`config.mk`:
```
export PLATFORM = sky130hd
export DESIGN_NAME = fixed_decoder
export DESIGN_NICKNAME = d
export VERILOG_FILES = /design/src/rtl/fixed_decoder.sv
export SDC_FILE = /design/constraint.sdc
export NUM_CORES = 1
export LEC_CHECK = 0
export CAP_MARGIN = 20
export CORE_ASPECT_RATIO = 1.1
export CORE_MARGIN = 2
export CORE_UTILIZATION = 45
export CTS_CLUSTER_DIAMETER = 80
export DETAILED_ROUTE_END_ITERATION = 8
export PLACE_DENSITY = 0.73
export SETUP_SLACK_MARGIN = 0.05
export SLEW_MARGIN = 15
export SYNTH_ARGS = -nofsm -noshare
export SYNTH_HDL_FRONTEND = slang
export SYNTH_SLANG_ARGS = --single-unit
```
`constraint.sdc`:
```
create_clock -name iClock -period 6.7 [get_ports iClock]
set_clock_uncertainty 0.05 [all_clocks]
set_input_delay 1.34 -clock iClock [delete_from_list [all_inputs] [get_ports iClock]]
set_output_delay 1.34 -clock iClock [all_outputs]
set_load 0.05 [all_outputs]
```
`src/rtl/fixed_decoder.sv`:
```
// Fixed-predictor decoder: rebuilds PCM samples from warm-up words and order-0..4
// residuals through a two-stage pipeline with a fixed latency of two cycles.
module fixed_decoder #(
  parameter int DATA_WIDTH = 16,
  parameter int ACC_WIDTH  = 21
) (
  input  logic                  iClock,
  input  logic                  iReset,
  input  logic                  iEnable,
  input  logic                  iFrameStart,
  input  logic [2:0]            iOrder,
  input  logic [DATA_WIDTH-1:0] iResidual,
  output logic [DATA_WIDTH-1:0] oSample,
  output logic                  oValid,
  output logic                  oOrderErr
);

  typedef enum logic [1:0] {
    ST_IDLE,
    ST_WARMUP,
    ST_DECODE
  } state_t;

  localparam logic [2:0] MAX_ORDER = 3'd4;

  function automatic logic signed [ACC_WIDTH-1:0] sext(input logic [DATA_WIDTH-1:0] v);
    return {{(ACC_WIDTH-DATA_WIDTH){v[DATA_WIDTH-1]}}, v};
  endfunction

  // Stage 1 registers
  logic                  s1_valid_q;
  logic                  s1_start_q;
  logic [2:0]            s1_order_q;
  logic [DATA_WIDTH-1:0] s1_word_q;

  // Stage 2 registers and their next-state values
  state_t                state_q, state_d;
  logic [2:0]            order_q, order_d;
  logic [2:0]            cnt_q, cnt_d;
  logic                  err_q, err_d;
  logic [DATA_WIDTH-1:0] sample_q, sample_d;
  logic                  valid_q, valid_d;
  logic                  shift_en;
  logic [DATA_WIDTH-1:0] h1_q, h2_q, h3_q, h4_q;

  logic signed [ACC_WIDTH-1:0] e1, e2, e3, e4, pred;
  logic [2:0]                  start_order;
  logic                        start_illegal;

  // NOTE: sequential state is assigned with <= so every register samples the
  // pre-edge values; blocking assignments here would create ordering-dependent races.
  always_ff @(posedge iClock or posedge iReset) begin
    if (iReset) begin
      s1_valid_q <= 1'b0;
      s1_start_q <= 1'b0;
      s1_order_q <= '0;
      s1_word_q  <= '0;
    end else begin
      s1_valid_q <= iEnable;
      if (iEnable) begin
        s1_start_q <= iFrameStart;
        s1_order_q <= iOrder;
        s1_word_q  <= iResidual;
      end
    end
  end

  assign e1 = sext(h1_q);
  assign e2 = sext(h2_q);
  assign e3 = sext(h3_q);
  assign e4 = sext(h4_q);

  // Binomial coefficients built from shifts and adds only.
  always_comb begin
    pred = '0;
    case (order_q)
      3'd1:    pred = e1;
      3'd2:    pred = (e1 <<< 1) - e2;
      3'd3:    pred = (e1 <<< 1) + e1 - ((e2 <<< 1) + e2) + e3;
      3'd4:    pred = (e1 <<< 2) - ((e2 <<< 2) + (e2 <<< 1)) + (e3 <<< 2) - e4;
      default: pred = '0;
    endcase
  end

  assign start_illegal = (s1_order_q > MAX_ORDER);
  assign start_order   = start_illegal ? 3'd0 : s1_order_q;

  always_comb begin
    // NOTE: every variable gets a default before any branch, so no path leaves
    // one unassigned and no latch is inferred.
    state_d  = state_q;
    order_d  = order_q;
    cnt_d    = cnt_q;
    err_d    = err_q;
    sample_d = sample_q;
    valid_d  = 1'b0;
    shift_en = 1'b0;

    if (s1_valid_q) begin
      if (s1_start_q) begin
        // The frame-start word is warm-up word 1, or a plain order-0 sample.
        order_d  = start_order;
        err_d    = err_q | start_illegal;
        cnt_d    = 3'd1;
        sample_d = s1_word_q;
        valid_d  = 1'b1;
        shift_en = 1'b1;
        state_d  = (start_order <= 3'd1) ? ST_DECODE : ST_WARMUP;
      end else begin
        case (state_q)
          ST_WARMUP: begin
            cnt_d    = cnt_q + 3'd1;
            sample_d = s1_word_q;
            valid_d  = 1'b1;
            shift_en = 1'b1;
            if (cnt_d == order_q) state_d = ST_DECODE;
          end
          ST_DECODE: begin
            sample_d = DATA_WIDTH'(sext(s1_word_q) + pred);
            valid_d  = 1'b1;
            shift_en = 1'b1;
          end
          default: ;
        endcase
      end
    end
  end

  // NOTE: the history registers are reset along with the control state so a
  // post-reset frame starts from a known, all-zero predictor.
  always_ff @(posedge iClock or posedge iReset) begin
    if (iReset) begin
      state_q  <= ST_IDLE;
      order_q  <= '0;
      cnt_q    <= '0;
      err_q    <= 1'b0;
      sample_q <= '0;
      valid_q  <= 1'b0;
      h1_q     <= '0;
      h2_q     <= '0;
      h3_q     <= '0;
      h4_q     <= '0;
    end else begin
      state_q  <= state_d;
      order_q  <= order_d;
      cnt_q    <= cnt_d;
      err_q    <= err_d;
      sample_q <= sample_d;
      valid_q  <= valid_d;
      if (shift_en) begin
        h4_q <= h3_q;
        h3_q <= h2_q;
        h2_q <= h1_q;
        h1_q <= sample_d;
      end
    end
  end

  assign oSample   = sample_q;
  assign oValid    = valid_q;
  assign oOrderErr = err_q;

endmodule
```
==> impl_metrics.toml <==
[routing]
viasPerCell = 5.41
dr.pass1.iters = 5
drcViolationCount = 0
drtAntennaViolNets = 0
post_drt_wl_per_cell_um = 16.5
vias = 7466
routed_wl_um = 22700
drt_iter0_markers = 349

[yosys]
yosysWarnings = 0
ys_types = 77
syn_avg_cell_area_um2 = 9.28
syn-num-nets = 1228
synthArstFlopShare_pct = 100
synth_edf_count = 0
ys_seq_area_share_pct = 28.4
synth_seq_cells = 111
synth_flop_cell = "dfrtp_1"
syn-cell-area_um2 = 9790
synthCells = 1055

[die]
die_area_um2 = 23000
core_area_um2 = 21400
ios = 41
die_height_um = 159
initial_core_util_pct = 45.8
num_rows = 56
die_w_um = 145

[hold_path]
hp-start = "h3_q[3]$_DFFE_PP0P_"
min_to = "h3_q[3]$_DFFE_PP0P_"
min_path_cells = 2
min_path_type = "reg -> reg"

[clock_tree]
clk_path_buf_depth = 2
cts_root_buf = "clkbuf_16"
clkSlewWorstSetupHoldPaths_ns = 0.08
h-tree-depth = 3
cts_buffers = 9
cts_tree = "yes"
clkSinkCount = 111
cts_hold_buf = 0
clkLatencyLatePin_ns = 0.37

[setup_path]
cp-start-kind = "register"
cp_max_fo = 5
worstPathRequired_ns = 6.91
reg2reg_slack_ns = 0.42
crit_chain = "inv_1 > fa_1 > inv_1 > fa_1 > inv_1 > fa_1 > inv_1 > ha_1 > a21o_1 > a2111oi_2 > o31ai_1 > a311oi_2 > a21oi_1 > mux2i_1 > or4_1 > ha_1 > or3_2 > o31a_1 > xnor3_1 > a221o_1"
arrival_ns = 6.49
r2r-start = "h1_q[2]$_DFFE_PP0P_"
worstRegToRegCells = 20
critPathMostFrequentCell = "inv_1"
end_kind = "register"
critPathKind = "reg -> reg"
slowest_stage = "fa_1"
slowest_delay_ns = 0.54
r2r_end = "oSample[15]$_DFF_PP0_"

[global_route]
grt_usage_pct = 21.1
grt_overflow = 0
grt_pass1_vias = 7855
grt_pass1_wl_um = 38600
antenna_found_initial = 0
grt_max_degree = 100

[sta]
relSlewSlack_pct = 24.0
tightest_slew_ns = 1.14
drv_slew = 0
timing.fmax_ghz = 0.159
setup_tns_ns = 0
setup_viol = 0
final.setup.worst_slack_ns = 0.417
finalCritPeriodShare_pct = 93.8
fin_crit_ns = 6.28
hold_ws_ns = 0.434
hold_viol = 0
rsz0062_at_grt = "false"

[placed_design]
port_buffers = 40
dp_cells = 1365
dp_slack_ns = 0.0441
dp_hpwl_um = 17800
place_congestion = 0.918

[cells_and_area]
area_growth_pct = 10.3
drive_gt1_share_pct = 6.51
nets = 1259
multiInputGateArea_um2 = 6190
insertedDiodeCount = 0
register_area_um2 = 2780
instances_no_fill = 1381
fillCellCount = 1969

[flow_run]
drv_cap = 0

[status]
status = "finished, final reports clean"
sequential cells by signal, summed over array words and instances (netlist names):
| register | flops |
|---|---|
| h4_q | 16 |
| s1_start_q | 1 |
| s1_word_q | 16 |
| h3_q | 16 |
| s1_order_q | 3 |
| state_q | 2 |
| oValid | 1 |
| cnt_q | 3 |
| oOrderErr | 1 |
| s1_valid_q | 1 |
| order_q | 3 |
| h2_q | 16 |
| oSample | 16 |
| h1_q | 16 |
what timing repair did:
| item | CTS | global route |
|---|---|---|
| gates resized for setup | 1 | 2 |
| endpoints found under the setup margin | 1 | 2 |
| setup buffers | 0 | 0 |
cell usage in the layout (no fill, tap or decap), types with 14 or more instances in the layout:
cell type / Yosys / final
xor2_1: 16 / 16
o21ai_0: 66 / 66
ha_1: 67 / 67
mux2_2: 29 / 29
inv_1: 185 / 184
nor2_1: 44 / 44
o21ai_1: 14 / 14
a21oi_1: 46 / 46
xnor2_1: 42 / 42
clkdlybuf4s50_1: 0 / 40
fa_1: 83 / 83
dfrtp_1: 111 / 111
nand3_1: 14 / 14
a21o_1: 17 / 17
nand2_1: 112 / 112
Yosys cell counts (3+ instances only):
cell	instances	area share [%]
o21a_1	11	0.84
mux2i_1	10	1.0
o211ai_1	7	0.54
buf_2	3	0.15
o22ai_1	12	0.77
nor3_1	13	0.66
nand2b_1	4	0.26
ha_1	67	8.6
nor3b_1	3	0.23
nand3b_1	7	0.54
xor2_1	16	1.4
o21ai_1	14	0.72
a21o_1	17	1.3
dfrtp_1	111	28
and3_1	4	0.26
a222oi_1	3	0.31
clkbuf_1	22	0.84
a211o_1	3	0.27
xnor2_1	42	3.8
a221oi_1	8	0.72
nand4_1	3	0.19
or3_1	3	0.19
mux2_2	29	3.3
fa_1	83	17
o21ai_0	66	3.4
a211oi_1	5	0.38
a22oi_1	3	0.23
o31a_1	3	0.27
o31ai_1	8	0.61
nand2_1	112	4.3
a31oi_1	6	0.38
nand3_1	14	0.72
a21oi_1	46	2.4
inv_1	185	7.1
nor2b_1	7	0.45
a2111oi_0	3	0.27
nor2_1	44	1.7
a221o_1	8	0.82
o21bai_1	5	0.38
per-stage QoR:
stage,cell area (um2),util [%]
final,10800,50.6
after global placement,10500,49.1
after global routing,10800,50.6
after floorplan,9790,-
after CTS,10800,50.5
after detailed placement,10500,49.1
how the worst max path moves through the flow:
stage | from | to | slack, ns | depth (start not counted)
after floorplan | h1_q[1]$_DFFE_PP0P_ | oSample[15]$_DFF_PP0_ | 0.63 | 21
after global placement | h1_q[2]$_DFFE_PP0P_ | oSample[15]$_DFF_PP0_ | 0.16 | 20
after detailed placement | h1_q[2]$_DFFE_PP0P_ | oSample[15]$_DFF_PP0_ | 0.04 | 20
after CTS | h1_q[2]$_DFFE_PP0P_ | oSample[15]$_DFF_PP0_ | 0.13 | 20
after global routing | h1_q[2]$_DFFE_PP0P_ | oSample[15]$_DFF_PP0_ | 0.08 | 20
final | h1_q[2]$_DFFE_PP0P_ | oSample[15]$_DFF_PP0_ | 0.42 | 20
layer usage:
layer | global-route usage [%] | part of all wire, %
met1 | 27.7 | 43
met2 | 35.5 | 50
met3 | 3.14 | 4.6
met4 | 7.28 | 2.6
met5 | 0 | 0
cells by family after synthesis:
logic type	Yosys count	synth area share [%]
AOI/OAI and AO/OA	252	16.9
xor gates and xnor gates	61	5.75
adders and majority gates	150	25.5
buffers and inverters	216	8.57
DFF	111	28.4
muxes	39	4.36
and+or+nand+nor	226	10.5
layout make-up:
cell class | instances | area share (%)
clock buffers | 9 | 2.08
clock inverters | 7 | 0.695
inverters | 187 | 6.52
multi-input cells | 728 | 57.3
flip-flops and latches | 111 | 25.7
well taps | 290 | 3.36
repair buffers | 49 | 4.33
worst max-delay path: cells and delay by family (launching register included):
kind                       cells  cell delay [ns]
muxes                          1             0.13
buffers and inverters          4             0.28
adders and majority gates      5             2.02
AOI/OAI and AO/OA              7             2.05
and+or+nand+nor                2             0.94
DFF                            1             0.48
xor gates and xnor gates       1             0.20
Power is not shown: default switching activity piles up to over one toggle a cycle in this logic, so the estimate is an artifact.
